## src/rtl/pes_stream_reverser.sv

```systemverilog
// pes_stream_reverser: buffers one frame of up to DEPTH words, delimited by
// s_last, then emits it in reverse arrival order (last word first).
//
// Ports:
//   clk, rst        single clock, synchronous active-high reset
//   s_data/s_valid/s_last/s_ready   input stream (valid/ready)
//   m_data/m_valid/m_last/m_ready   output stream (valid/ready)
//   overflow        one-cycle pulse when a frame is truncated at DEPTH words
module pes_stream_reverser #(
    parameter int unsigned WIDTH = 8,
    parameter int unsigned DEPTH = 16
) (
    input  logic             clk,
    input  logic             rst,
    input  logic [WIDTH-1:0] s_data,
    input  logic             s_valid,
    input  logic             s_last,
    output logic             s_ready,
    output logic [WIDTH-1:0] m_data,
    output logic             m_valid,
    output logic             m_last,
    input  logic             m_ready,
    output logic             overflow
);

    localparam int unsigned AW = $clog2(DEPTH);

    typedef enum logic {
        ST_FILL  = 1'b0,
        ST_DRAIN = 1'b1
    } state_t;

    state_t           r_state;
    logic [AW-1:0]    r_wr_idx;
    logic [AW-1:0]    r_rd_idx;
    logic [WIDTH-1:0] r_m_data;
    logic             r_m_valid;
    logic             r_m_last;
    logic             r_overflow;
    logic [WIDTH-1:0] r_mem [DEPTH];

    logic             w_accept;
    logic             w_full;
    logic             w_frame_end;

    // s_ready is forced low during reset so nothing is accepted on that edge
    assign s_ready     = (r_state == ST_FILL) && !rst;
    assign w_accept    = s_valid && s_ready;
    assign w_full      = (r_wr_idx == AW'(DEPTH - 1));
    assign w_frame_end = s_last || w_full;

    assign m_data   = r_m_data;
    assign m_valid  = r_m_valid;
    assign m_last   = r_m_last;
    assign overflow = r_overflow;

    // Frame buffer; contents are don't-care after reset
    always_ff @(posedge clk) begin
        if (w_accept) begin
            r_mem[r_wr_idx] <= s_data;
        end
    end

    // FSM with registered outputs. The final word of a frame bypasses the
    // buffer so it is presented in the very next cycle; r_rd_idx then points
    // at the next slot to present.
    always_ff @(posedge clk) begin
        if (rst) begin
            r_state    <= ST_FILL;
            r_wr_idx   <= '0;
            r_rd_idx   <= '0;
            r_m_data   <= '0;
            r_m_valid  <= 1'b0;
            r_m_last   <= 1'b0;
            r_overflow <= 1'b0;
        end else begin
            r_overflow <= 1'b0;
            case (r_state)
                ST_FILL: begin
                    if (w_accept) begin
                        if (w_frame_end) begin
                            r_state    <= ST_DRAIN;
                            r_m_valid  <= 1'b1;
                            r_m_data   <= s_data;
                            r_m_last   <= (r_wr_idx == '0);
                            r_rd_idx   <= (r_wr_idx == '0) ? '0 : r_wr_idx - AW'(1);
                            r_overflow <= w_full && !s_last;
                        end else begin
                            r_wr_idx <= r_wr_idx + AW'(1);
                        end
                    end
                end
                ST_DRAIN: begin
                    if (m_ready) begin
                        if (r_m_last) begin
                            r_state   <= ST_FILL;
                            r_m_valid <= 1'b0;
                            r_m_last  <= 1'b0;
                            r_wr_idx  <= '0;
                        end else begin
                            r_m_data <= r_mem[r_rd_idx];
                            r_m_last <= (r_rd_idx == '0);
                            if (r_rd_idx != '0) begin
                                r_rd_idx <= r_rd_idx - AW'(1);
                            end
                        end
                    end
                end
                default: begin
                    r_state <= ST_FILL;
                end
            endcase
        end
    end

endmodule

```

## config.mk

```make
export PLATFORM = sky130hd
export DESIGN_NAME = pes_stream_reverser
export DESIGN_NICKNAME = d
export VERILOG_FILES = /design/src/rtl/pes_stream_reverser.sv
export SDC_FILE = /design/constraint.sdc
export NUM_CORES = 1
export LEC_CHECK = 0
export ABC_CLOCK_PERIOD_IN_PS = 2570
export CAP_MARGIN = 25
export CORE_MARGIN = 2
export CORE_UTILIZATION = 60
export CTS_CLUSTER_DIAMETER = 150
export DETAILED_ROUTE_END_ITERATION = 10
export PLACE_DENSITY = 0.91
export SYNTH_ARGS = -nofsm -noshare
export SYNTH_HDL_FRONTEND = slang
export SYNTH_SLANG_ARGS = --single-unit
```

## constraint.sdc

```tcl
create_clock -name clk -period 2.57 [get_ports clk]
set_input_delay 0.514 -clock clk [delete_from_list [all_inputs] [get_ports clk]]
set_output_delay 0.514 -clock clk [all_outputs]
set_load 0.03 [all_outputs]
```

==> metrics.txt <==
# TYPE chip_impl_metric gauge
chip_impl_info{name="outcome",value="finished, final reports clean"} 1
chip_impl_metric{name="gp_congestion",unit=""} 0.897
chip_impl_metric{name="worst_slew_margin_rel",unit=""} 0.539
chip_impl_metric{name="clockBufferDepth",unit=""} 2
chip_impl_metric{name="grt_start_max_net_pins",unit=""} 33
chip_impl_metric{name="diodes",unit=""} 0
chip_impl_metric{name="synth_enable_flop_cells",unit=""} 128
chip_impl_metric{name="internal_power",unit="mW"} 4.27
chip_impl_metric{name="post_dp_cell_area",unit="µm²"} 6840
chip_impl_metric{name="drt-vias-per-instance",unit=""} 6.82
chip_impl_metric{name="crit_path_max_incr_delay",unit="ns"} 0.53
chip_impl_metric{name="antenna_violations_before_repair",unit=""} 0
chip_impl_metric{name="fill_cells",unit=""} 576
chip_impl_metric{name="switching_power",unit="mW"} 1.32
chip_impl_metric{name="cts_resized",unit=""} 0
chip_impl_metric{name="worst_slew_pin_slew",unit="ns"} 0.674
chip_impl_metric{name="cellPowerDensity",unit="nW/µm²"} 753
chip_impl_metric{name="reg2reg_slack",unit="ns"} 0.18
chip_impl_metric{name="grt_pass1_wl",unit="µm"} 23700
chip_impl_metric{name="layout.cell_area.non_filler",unit="µm²"} 7420
chip_impl_metric{name="post_cts_hold_buffer_count",unit=""} 0
chip_impl_metric{name="detailed_placer_s_ending_hpwl",unit="µm"} 9060
chip_impl_metric{name="grt_pass1_vias",unit=""} 4019
chip_impl_metric{name="fmaxAchievable",unit="MHz"} 418
chip_impl_metric{name="clkPwrFrac",unit=""} 0.440
chip_impl_metric{name="io_pins",unit=""} 25
chip_impl_metric{name="hold_viol",unit=""} 0
chip_impl_info{name="cp-end-kind",value="flip-flop"} 1
chip_impl_metric{name="synth_adder_area_share",unit=""} 0.0140
chip_impl_metric{name="syn-mean-instance-area",unit="µm²"} 15.9
chip_impl_metric{name="postCtsSetupRepairBufs",unit=""} 0
chip_impl_metric{name="asyncSetResetFlopFracSynth",unit=""} 0
chip_impl_metric{name="timing.setup.tns",unit="ns"} 0
chip_impl_metric{name="routedWlPerCell",unit="µm"} 26.1
chip_impl_metric{name="fin_crit",unit="ns"} 2.39
chip_impl_metric{name="postSynthNetCount",unit=""} 413
chip_impl_metric{name="switching_share",unit=""} 0.236
chip_impl_info{name="synth.area.top_cells",value="sky130_fd_sc_hd__edfxtp_1, sky130_fd_sc_hd__dfxtp_1, sky130_fd_sc_hd__mux4_2"} 1
chip_impl_metric{name="finClkSkew",unit="ns"} 0.0124
chip_impl_info{name="synth_flop_cell",value="sky130_fd_sc_hd__edfxtp_1"} 1
chip_impl_metric{name="drtIter0Drc",unit=""} 589
chip_impl_metric{name="holdWs",unit="ns"} 0.477
chip_impl_metric{name="period_share",unit=""} 0.930
chip_impl_metric{name="detailroute.via_count",unit=""} 4073
chip_impl_metric{name="post_route_cells_drive_above_1_share",unit=""} 0.200
chip_impl_metric{name="drc",unit=""} 0
chip_impl_metric{name="cp_data_arrival_time",unit="ns"} 2.85
chip_impl_metric{name="synth_simple_gate_area_share",unit=""} 0.0890
chip_impl_metric{name="yosys_warnings",unit=""} 0
chip_impl_metric{name="report.power.total",unit="mW"} 5.59
chip_impl_info{name="synth_top_area_cell",value="sky130_fd_sc_hd__edfxtp_1"} 1
chip_impl_metric{name="report.final.slew_viol_count",unit=""} 0
chip_impl_metric{name="finalSetupViolCount",unit=""} 0
chip_impl_metric{name="count_of_antenna_violating_nets_left_after_detailed_routing",unit=""} 0
chip_impl_metric{name="synth_top_area_share",unit=""} 0.614
chip_impl_metric{name="die_w",unit="µm"} 106
chip_impl_info{name="hold_class",value="reg -> reg"} 1
chip_impl_metric{name="design.final.nets",unit=""} 468
chip_impl_metric{name="fp.dieArea",unit="µm²"} 11300
chip_impl_metric{name="numClockSinks",unit=""} 152
chip_impl_metric{name="cellLeakagePower",unit="nW"} 2.40
chip_impl_info{name="tritoncts",value="built"} 1
chip_impl_metric{name="worstPathBufferInverterCount",unit=""} 1
chip_impl_info{name="crit_path_top_delay_cell",value="sky130_fd_sc_hd__dfxtp_1"} 1
chip_impl_metric{name="grt.total_usage",unit=""} 0.296
chip_impl_metric{name="maxCapViolations",unit=""} 0
chip_impl_info{name="type_of_the_worst_setup_path",value="reg -> reg"} 1
chip_impl_metric{name="worst_reg_to_reg_path_cell_count",unit=""} 6
chip_impl_metric{name="postSynthCellCount",unit=""} 393
chip_impl_metric{name="post-route-util",unit=""} 0.725
chip_impl_info{name="list_of_cells_traversed_by_the_critical_path",value="buf_12 -> nand2b_1 -> a211oi_1 -> or4_1 -> a311o_1 -> a21oi_1"} 1
chip_impl_metric{name="cts.htree.levels",unit=""} 4
chip_impl_info{name="timing.critical_path.max_delay_family",value="simple AND/OR/NAND/NOR gates"} 1
chip_impl_metric{name="post_synth_xor_area_fraction",unit=""} 0.00140
chip_impl_metric{name="timing.critical_path.required",unit="ns"} 3.03
chip_impl_metric{name="irDropWorstVdd",unit="mV"} 0.484
chip_impl_metric{name="seq_power_share",unit=""} 0.490
chip_impl_info{name="largest_family_of_logic_cells_by_synthesized_area",value="multiplexers"} 1
chip_impl_metric{name="worst_skew_pair.late_latency",unit="ns"} 0.55
chip_impl_metric{name="synth_area",unit="µm²"} 6260
chip_impl_metric{name="grt.overflow.total",unit=""} 0
chip_impl_metric{name="floorplan.die.height",unit="µm"} 106
chip_impl_metric{name="flow.area_growth_from_synthesis",unit="%"} 18.6
chip_impl_metric{name="number_of_synthesized_register_bits",unit=""} 152
chip_impl_metric{name="floorplan.rows",unit=""} 37
chip_impl_metric{name="port-buffer-count",unit=""} 24
chip_impl_info{name="worst_setup_path_endpoint",value="m_data[5]"} 1
chip_impl_metric{name="synth.lib_cells_used.distinct",unit=""} 48
chip_impl_metric{name="coreArea",unit="µm²"} 10200
chip_impl_info{name="ys_top_cells_by_count",value="sky130_fd_sc_hd__edfxtp_1, sky130_fd_sc_hd__a21oi_1, sky130_fd_sc_hd__dfxtp_1, sky130_fd_sc_hd__nor2b_1, sky130_fd_sc_hd__nor2_1"} 1
chip_impl_metric{name="worst-path-stages",unit=""} 6
chip_impl_metric{name="detailedRoute.firstPassIterationCount",unit=""} 5
chip_impl_metric{name="start_util",unit=""} 0.612
chip_impl_metric{name="share_of_the_synthesized_area_in_compound_gates_ao_oa_aoi_oai",unit=""} 0.0836
chip_impl_info{name="cts-root-buf",value="sky130_fd_sc_hd__clkbuf_8"} 1
chip_impl_info{name="startpoint_type",value="flip-flop"} 1
chip_impl_info{name="regToRegEndpoint",value="m_data[5]"} 1
chip_impl_info{name="grt_setup_unrepaired",value="no"} 1
chip_impl_metric{name="clk_pin_slew",unit="ns"} 0.07
chip_impl_metric{name="routed_wirelength",unit="µm"} 15600
chip_impl_info{name="most_frequently_used_cell_type_in_the_post_synthesis_netlist",value="sky130_fd_sc_hd__edfxtp_1"} 1
chip_impl_metric{name="power_frac_comb",unit=""} 0.070
chip_impl_metric{name="synth-seq-area-share",unit=""} 0.691
chip_impl_metric{name="cts-buffers-inserted",unit=""} 17
chip_impl_metric{name="cp_max_fo",unit=""} 17
chip_impl_metric{name="synth_mux_area_frac",unit=""} 0.0974
stage by stage:
stage | setup slack [ns] | cells
final | 0.180 | 597
after global routing | 0.156 | 597
after CTS | 0.236 | 597
after detailed placement | 0.325 | 565
after global placement | 0.386 | 565
after floorplan | 0.292 | 393
power by group through the flow:
stage | Combinational [mW] | Sequential (mW) | Clock, mW
2_1_floorplan | 0.205 | 2.79 | 0
3_3_place_gp | 0.353 | 2.78 | 0
3_5_place_dp | 0.370 | 2.79 | 0
4_1_cts | 0.386 | 2.74 | 2.48
5_1_grt | 0.413 | 2.74 | 2.56
6_report | 0.392 | 2.74 | 2.46
worst min path at each step:
stage	from	end	slack, ns	depth (start not counted)
finish	m_valid	m_valid	0.48	2
floorplan	r_rd_idx[3]	flip-flop	0.48	2
detailed placement	m_valid	m_valid	0.47	2
global placement	m_valid	m_valid	0.45	2
global route	m_valid	m_valid	0.51	2
CTS	m_valid	m_valid	0.49	2
placed cells by master (no fill, tap or decap), types with 3 or more instances in the layout:
cell type / instances
sky130_fd_sc_hd__edfxtp_1: 128
sky130_fd_sc_hd__buf_4: 33
sky130_fd_sc_hd__a21oi_1: 25
sky130_fd_sc_hd__nor2b_1: 23
sky130_fd_sc_hd__dfxtp_1: 23
sky130_fd_sc_hd__clkdlybuf4s50_1: 23
sky130_fd_sc_hd__nor2_1: 22
sky130_fd_sc_hd__nand2_1: 18
sky130_fd_sc_hd__mux4_2: 17
sky130_fd_sc_hd__clkbuf_16: 16
sky130_fd_sc_hd__nor3_1: 9
sky130_fd_sc_hd__a211oi_1: 9
sky130_fd_sc_hd__or4_1: 8
sky130_fd_sc_hd__a22oi_1: 7
sky130_fd_sc_hd__mux4_1: 7
sky130_fd_sc_hd__a2111oi_0: 7
sky130_fd_sc_hd__a311o_1: 7
sky130_fd_sc_hd__ha_1: 7
sky130_fd_sc_hd__nand2b_1: 6
sky130_fd_sc_hd__inv_1: 5
sky130_fd_sc_hd__inv_6: 5
sky130_fd_sc_hd__and2b_1: 3
sky130_fd_sc_hd__nand3b_1: 3
sky130_fd_sc_hd__o21ai_0: 3
sky130_fd_sc_hd__nand3_1: 3
sky130_fd_sc_hd__clkinvlp_4: 3
sky130_fd_sc_hd__clkinv_4: 3
sky130_fd_sc_hd__buf_12: 3
worst min-delay path: cells and delay by family, from the launching register on:
kind	cells	cell delay, ns
buffers and inverters	1	0.05
DFF	1	0.31
AOI/OAI and AO/OA	1	0.07
flip-flops by register name (all words and copies together), names as in the netlist, named ones only:
| name | cells |
|---|---|
| r_rd_idx | 4 |
| r_state | 1 |
| r_mem | 128 |
| m_data | 8 |
| m_valid | 1 |
| r_wr_idx | 4 |
| overflow | 1 |
| m_last | 1 |
metal layers:
layer  GRT usage  vias up  share of wire
met2       0.489      321           0.51
met5           0        -              0
li1            -     1680              -
met3      0.0668       67          0.084
met4       0.155        0          0.045
met1       0.367     2005           0.36
layout make-up:
type / count / area (µm²) / share of cell area
inverters: 5 / 18.8 / 0.00253
clock buffers: 17 / 414 / 0.0558
clock inverters: 15 / 168 / 0.0226
flip-flops and latches: 152 / 4330 / 0.583
repair buffers: 59 / 538 / 0.0725
well taps: 136 / 170 / 0.0229
multi-input cells: 213 / 1790 / 0.241
logic make-up (layout without fill, tap and decap cells):
group | after synthesis | count (layout)
flops | 152 | 152
mux | 28 | 28
compound gates | 74 | 74
xor+xnor | 1 | 1
buf+inv | 28 | 96
simple gates | 103 | 103
fa+ha+maj | 7 | 7
Note: power is estimated with default switching activity, not from simulation.
